### config.mk
export PLATFORM = sky130hd
export DESIGN_NAME = alu_sequencer
export DESIGN_NICKNAME = d
export VERILOG_FILES = /design/src/rtl/alu_sequencer.sv
export SDC_FILE = /design/constraint.sdc
export NUM_CORES = 1
export LEC_CHECK = 0
export BUFFER_PORTS_ARGS = -buffer_cell sky130_fd_sc_hd__buf_4
export CAP_MARGIN = 20
export CORE_ASPECT_RATIO = 1.75
export CORE_MARGIN = 3
export CORE_UTILIZATION = 50
export CTS_CLUSTER_SIZE = 10
export DETAILED_ROUTE_END_ITERATION = 12
export PLACE_DENSITY = 0.83
export SYNTH_ARGS = -nofsm -noshare
export SYNTH_HDL_FRONTEND = slang
export SYNTH_SLANG_ARGS = --single-unit
### constraint.sdc
create_clock -name clk -period 4.5 [get_ports clk]
set_clock_uncertainty 0.1 [all_clocks]
set_input_delay 0.225 -clock clk [delete_from_list [all_inputs] [get_ports clk]]
set_output_delay 0.225 -clock clk [all_outputs]
set_load 0.02 [all_outputs]
### src/rtl/alu_sequencer.sv
// Command sequencer for the 8-bit breadboard ALU: owns the accumulator, B register
// and flags, runs LDA/ADD/SUB/OUT one at a time, and presents acc on an output handshake.
module alu_sequencer #(
  parameter int WIDTH = 8
) (
  input  logic             clk,
  input  logic             rst_n,
  input  logic             cmd_valid,
  output logic             cmd_ready,
  input  logic [1:0]       cmd_op,
  input  logic [WIDTH-1:0] cmd_data,
  output logic [WIDTH-1:0] alu_a,
  output logic [WIDTH-1:0] alu_b,
  output logic             alu_subtract,
  input  logic [WIDTH-1:0] alu_out,
  input  logic             alu_carry,
  output logic [WIDTH-1:0] acc,
  output logic             carry_flag,
  output logic             zero_flag,
  output logic             out_valid,
  output logic [WIDTH-1:0] out_data,
  input  logic             out_ready,
  output logic             done
);

  typedef enum logic [1:0] {
    IDLE,
    EXEC,
    OUT_WAIT
  } state_t;

  localparam logic [1:0] OP_LDA = 2'b00;
  localparam logic [1:0] OP_ADD = 2'b01;
  localparam logic [1:0] OP_SUB = 2'b10;
  localparam logic [1:0] OP_OUT = 2'b11;

  state_t           state, state_nxt;
  logic [WIDTH-1:0] b_reg, b_nxt;
  logic [1:0]       op_reg, op_nxt;
  logic [WIDTH-1:0] acc_nxt, out_data_nxt;
  logic             carry_nxt, zero_nxt, out_valid_nxt, done_nxt;

  always_ff @(posedge clk or negedge rst_n) begin
    if (!rst_n) begin
      state      <= IDLE;
      acc        <= '0;
      b_reg      <= '0;
      op_reg     <= OP_LDA;
      carry_flag <= 1'b0;
      zero_flag  <= 1'b0;
      out_valid  <= 1'b0;
      out_data   <= '0;
      done       <= 1'b0;
    end else begin
      state      <= state_nxt;
      acc        <= acc_nxt;
      b_reg      <= b_nxt;
      op_reg     <= op_nxt;
      carry_flag <= carry_nxt;
      zero_flag  <= zero_nxt;
      out_valid  <= out_valid_nxt;
      out_data   <= out_data_nxt;
      done       <= done_nxt;
    end
  end

  // done is a registered pulse, so it lines up with the cycle the new acc
  // or the dropped out_valid first becomes visible.
  always_comb begin
    state_nxt     = state;
    acc_nxt       = acc;
    b_nxt         = b_reg;
    op_nxt        = op_reg;
    carry_nxt     = carry_flag;
    zero_nxt      = zero_flag;
    out_valid_nxt = out_valid;
    out_data_nxt  = out_data;
    done_nxt      = 1'b0;
    case (state)
      IDLE: begin
        if (cmd_valid) begin
          case (cmd_op)
            OP_LDA: begin
              acc_nxt   = cmd_data;
              zero_nxt  = (cmd_data == '0);
              carry_nxt = 1'b0;
              done_nxt  = 1'b1;
            end
            OP_ADD, OP_SUB: begin
              b_nxt     = cmd_data;
              op_nxt    = cmd_op;
              state_nxt = EXEC;
            end
            OP_OUT: begin
              out_data_nxt  = acc;
              out_valid_nxt = 1'b1;
              state_nxt     = OUT_WAIT;
            end
            default: state_nxt = IDLE;
          endcase
        end
      end
      EXEC: begin
        acc_nxt   = alu_out;
        carry_nxt = alu_carry;
        zero_nxt  = (alu_out == '0);
        done_nxt  = 1'b1;
        state_nxt = IDLE;
      end
      OUT_WAIT: begin
        if (out_ready) begin
          out_valid_nxt = 1'b0;
          done_nxt      = 1'b1;
          state_nxt     = IDLE;
        end
      end
      default: state_nxt = IDLE;
    endcase
  end

  assign cmd_ready    = (state == IDLE);
  assign alu_a        = acc;
  assign alu_b        = b_reg;
  assign alu_subtract = (state == EXEC) && (op_reg == OP_SUB);

endmodule
Word-level counts from Yosys, hierarchy flattened
Index checks and enable logic that the tools add are counted.
{"block": "word_totals", "ff_bits": 32, "input_bits": 23, "output_inout_bits": 38}
{"block": "op_classes", "n_eq_ne": 11, "n_mux": 21, "n_reduce_logical": 13}
{"cell": "8-bit zero test", "n": 2}
{"cell": "8-bit two-way mux", "n": 2}
{"cell": "8-bit case mux with 2 select lines", "n": 1}
{"cell": "3-bit AND reduction", "n": 4}
{"cell": "1-bit two-way mux", "n": 10}
{"cell": "2-bit == test, second input constant", "n": 4}
{"cell": "2-bit case mux with 2 select lines", "n": 2}
{"cell": "1-bit case mux with 2 select lines", "n": 3}
{"cell": "2-bit by 1-bit == test with 1-bit output, second input constant", "n": 2}
{"cell": "2-bit zero test", "n": 2}
{"cell": "2-bit two-way mux", "n": 2}
{"cell": "2-bit by 1-bit inequality test with 1-bit output, second input constant", "n": 2}
{"cell": "2-bit inequality test, second input constant", "n": 2}
{"cell": "4-bit AND reduction", "n": 1}
{"cell": "2-bit nonzero test", "n": 2}
{"cell": "3-bit by 1-bit inequality test with 1-bit output, second input constant", "n": 1}
{"cell": "1-bit case mux with 3 select lines", "n": 1}
{"cell": "2-bit OR reduction", "n": 1}
{"cell": "1-bit logical AND", "n": 1}

Depth between registers and ports, before layout
{"block": "logic_depth", "word_depth": 5, "ltp_mapped": 6}

Worst setup path before layout
Ideal clock, no wire load.
{"block": "synth_path", "path_kind": "reg2reg", "startpoint": "register state[0]", "endpoint": "register b_reg[0] (netlist: alu_b[0])", "arrival_time_ns": 1.509, "required_ns": 4.275, "setup_slack_ns": 2.767, "path_stages_with_launch": 5, "synth_period_minus_slack_ns": 1.733, "path_cell_list": "dfrtp_1 -> nor2_1 -> and3_1 -> buf_2 -> mux2_2"}
{"block": "synth_via", "elab_chain_len": 2}
{"item": "from (decl)", "line": "37", "source": "state_t state, state_nxt;"}
{"item": "from (signal assigned)", "line": "55", "source": "state <= state_nxt;"}
{"item": "2-bit zero test"}
{"item": "named net cmd_ready", "line": "9", "source": "output logic cmd_ready,"}
{"item": "3-bit AND reduction (no line)"}
{"item": "to (signal assigned)", "line": "57", "source": "b_reg <= b_nxt;"}
{"item": "to (decl)", "line": "38", "source": "logic [WIDTH-1:0] b_reg, b_nxt;"}
The timed path passes the listed nets, and every way through them passes these cells.
A chain may end at the register's enable or synchronous reset.

Final worst setup path
{"block": "layout_path", "startpoint": "register state[1]", "endpoint": "output port alu_subtract"}
{"block": "layout_via", "elab_chain_len": 2}
{"item": "2-bit by 1-bit == test with 1-bit output", "line": "124", "source": "assign alu_subtract = (state == EXEC) && (op_reg == OP_SUB);"}
{"item": "1-bit logical AND", "line": "124"}
{"item": "to (decl)", "line": "14", "source": "output logic alu_subtract,"}
Every way passes these cells.

==> metrics.txt <==
run status finished clean; Pwr Density around 570 nW/um^2; crit path max fanout 14; critical path type reg -> out; clock sink count 32; Post-Route WL 3060 microns; reg2reg path depth 3; part of the Yosys area used for sequential elements 55.7%; Die ar. 3580 sq um; Max Fclk ~440 MHz; vias in the first global route 1110; vias per inst 5.37; Cell Int Power 722 uW; max-cap violations 0; switching pwr a little under 400 uW; synthesized area per cell 12.7 sq um; CTS tree done; Synth async-reset ratio 100%; Rel. slew slack 36.8%; Logic pwr share 40.7%; largest net degree at the start of global routing 33; Num CTS Buffers 5; DRT Pass-1 Iters 4; Clock Power Share 19.6%; Initial Utilization 52.9%; root buf cell clkbuf_8; Slew Limit Fails 0; Flop pwr share 39.6%; RSZ-0062 raised after global routing false; total power 1110 uW; Yosys reg bits 32; hold_sp out_ready; post-route ant nets 0; area grow syn2layout 34.6%; Post-Syn Area 1440 sq um; endpoints failing setup 0; H-tree Lvls 2; Final TNS setup 0 ns; row cnt 25; PortBufs 60; gr usage total ~19%; Pleak 0.000934 uW; syn nets 138; synth unique cells 32; number of antenna diodes 0; CTS max path bufs 2; sw frac 34.8%; Ys Warns 0; HPWL Detailed 2470 microns; Cells after Synth 113; core outline area 2720 sq um; Die Y ~77 microns; fin crit share 50.8%; clk_lat worst skew approximately 0.28 ns; RR Startpoint state[1]; Post-layout nets slightly below 200; worst hold path type in -> reg; proportion of layout cells with a drive suffix above 1 between 50 and 60%; first-pass GRT wire length ~5100 microns; Final Hold Fails 0; DRC errors left 0; I/O pin count 61; ys flop type dfrtp_1; die width between 40 and 50 microns; via count between 1k and 1.5k; Hold Crit Depth 2; Placer Congestion 0.859; Post-synth EDFFs 0; VDD IR max 347 uV; Final min period 2.29 ns; Tightest Pin Transition 0.946 ns; Post-CTS Setup Repair Bufs 0; initial antenna violation count 0; total gr overflow 0; area of placed instances 1840 sq um; worst path required time 4.18 ns; clock-pin slew on the worst setup and hold paths 0.06 ns; WL/cell 15.6 microns; CP Launch Point state[1]; Setup crit end kind primary output; Iter 0 DRT Violations 11; post-route cell area between 1500 and 2000 sq um; Core Util, Final 71.2%; CP startpoint kind register; worst path arrival time approximately 2.0 ns
[Yosys cell counts, drive strengths merged (2+ instances only)]
cell	count	share of area, %
nor2	3	0.78
and3	2	0.87
ha	2	1.7
dfrtp	32	56
mux2	22	17
nor2b	2	0.87
inv	2	0.52
or4	2	1.0
mux2i	5	3.5
buf	12	5.7
o21ai	11	3.8
[power by group through the flow]
| stage | sequential, uW | combinational [uW] | clock (uW) |
|---|---|---|---|
| after floorplan | 540 | 168 | 0 |
| after global placement | 438 | 448 | 0 |
| after detailed placement | 445 | 456 | 0 |
| after CTS | 440 | 457 | 224 |
| after global routing | 452 | 480 | 236 |
| final | 439 | 451 | 217 |
[kinds of logic (layout without fill, tap and decap cells)]
logic type | Yosys count | count (layout) | share of synthesized area, %
compound gates | 18 | 18 | 7.48
mux | 27 | 27 | 20.7
simple gates | 19 | 19 | 7.91
fa+ha+maj | 2 | 2 | 1.74
buf+inv | 15 | 71 | 6.52
flops | 32 | 32 | 55.7
[critical path: stages (launching register included)]
cell     delay [ns]
dfrtp_1        0.50
nor2b_1        0.79
and3b_1        0.26
buf_4          0.14
[metal layers]
metal | up-vias | GRT usage (%) | share of wire (%) | wire (microns)
met4 | 0 | 7.98 | 2.6 | 78
met2 | 42 | 33.3 | 55 | 1690
met3 | 10 | 6.34 | 6.9 | 210
li1 | 497 | - | - | -
met5 | - | 0 | 0 | 0
met1 | 503 | 20.2 | 35 | 1070
[placed cells by master, fill, tap and decap left out, types with 3 or more instances in the layout]
cell / n
mux2_2: 19
dfrtp_1: 32
o21ai_1: 4
buf_4: 60
clkbuf_8: 6
nor2_1: 3
mux2_1: 3
mux2i_1: 5
o21ai_0: 7
[final cells by class]
type | count | area, sq um
Multi-Input combinational cell | 66 | 544
Fill cell | 210 | 785
Tap cell | 27 | 33.8
Timing Repair Buffer | 61 | 460
Clock buffer | 8 | 90.1
Inverter | 2 | 7.51
Sequential cell | 32 | 801
[per-stage QoR]
step	std cells	hold slack (ns)	worst slack, ns
after detailed placement	187	0.0793	2.34
after global routing	196	0.0429	2.05
after CTS	196	0.0301	2.19
final	196	0.0372	2.21
after floorplan	113	-0.171	2.77
after global placement	187	0.0747	2.43
[path summary, 6_finish.rpt]
path,end,slack (ns)
min reg2reg,out_data[0],0.39
min,state[1],0.04
max reg2reg,acc[4],2.34
max,alu_subtract,2.21
max in group asynchronous,out_data[4],3.70
min in group asynchronous,out_valid,0.32
[repair_timing]
action / in CTS / in global routing
hold buffers: 1 / 0
resized for setup: 0 / 0
hold endpoints to repair: 32 / 0
Power figures use the tool's default switching activity.
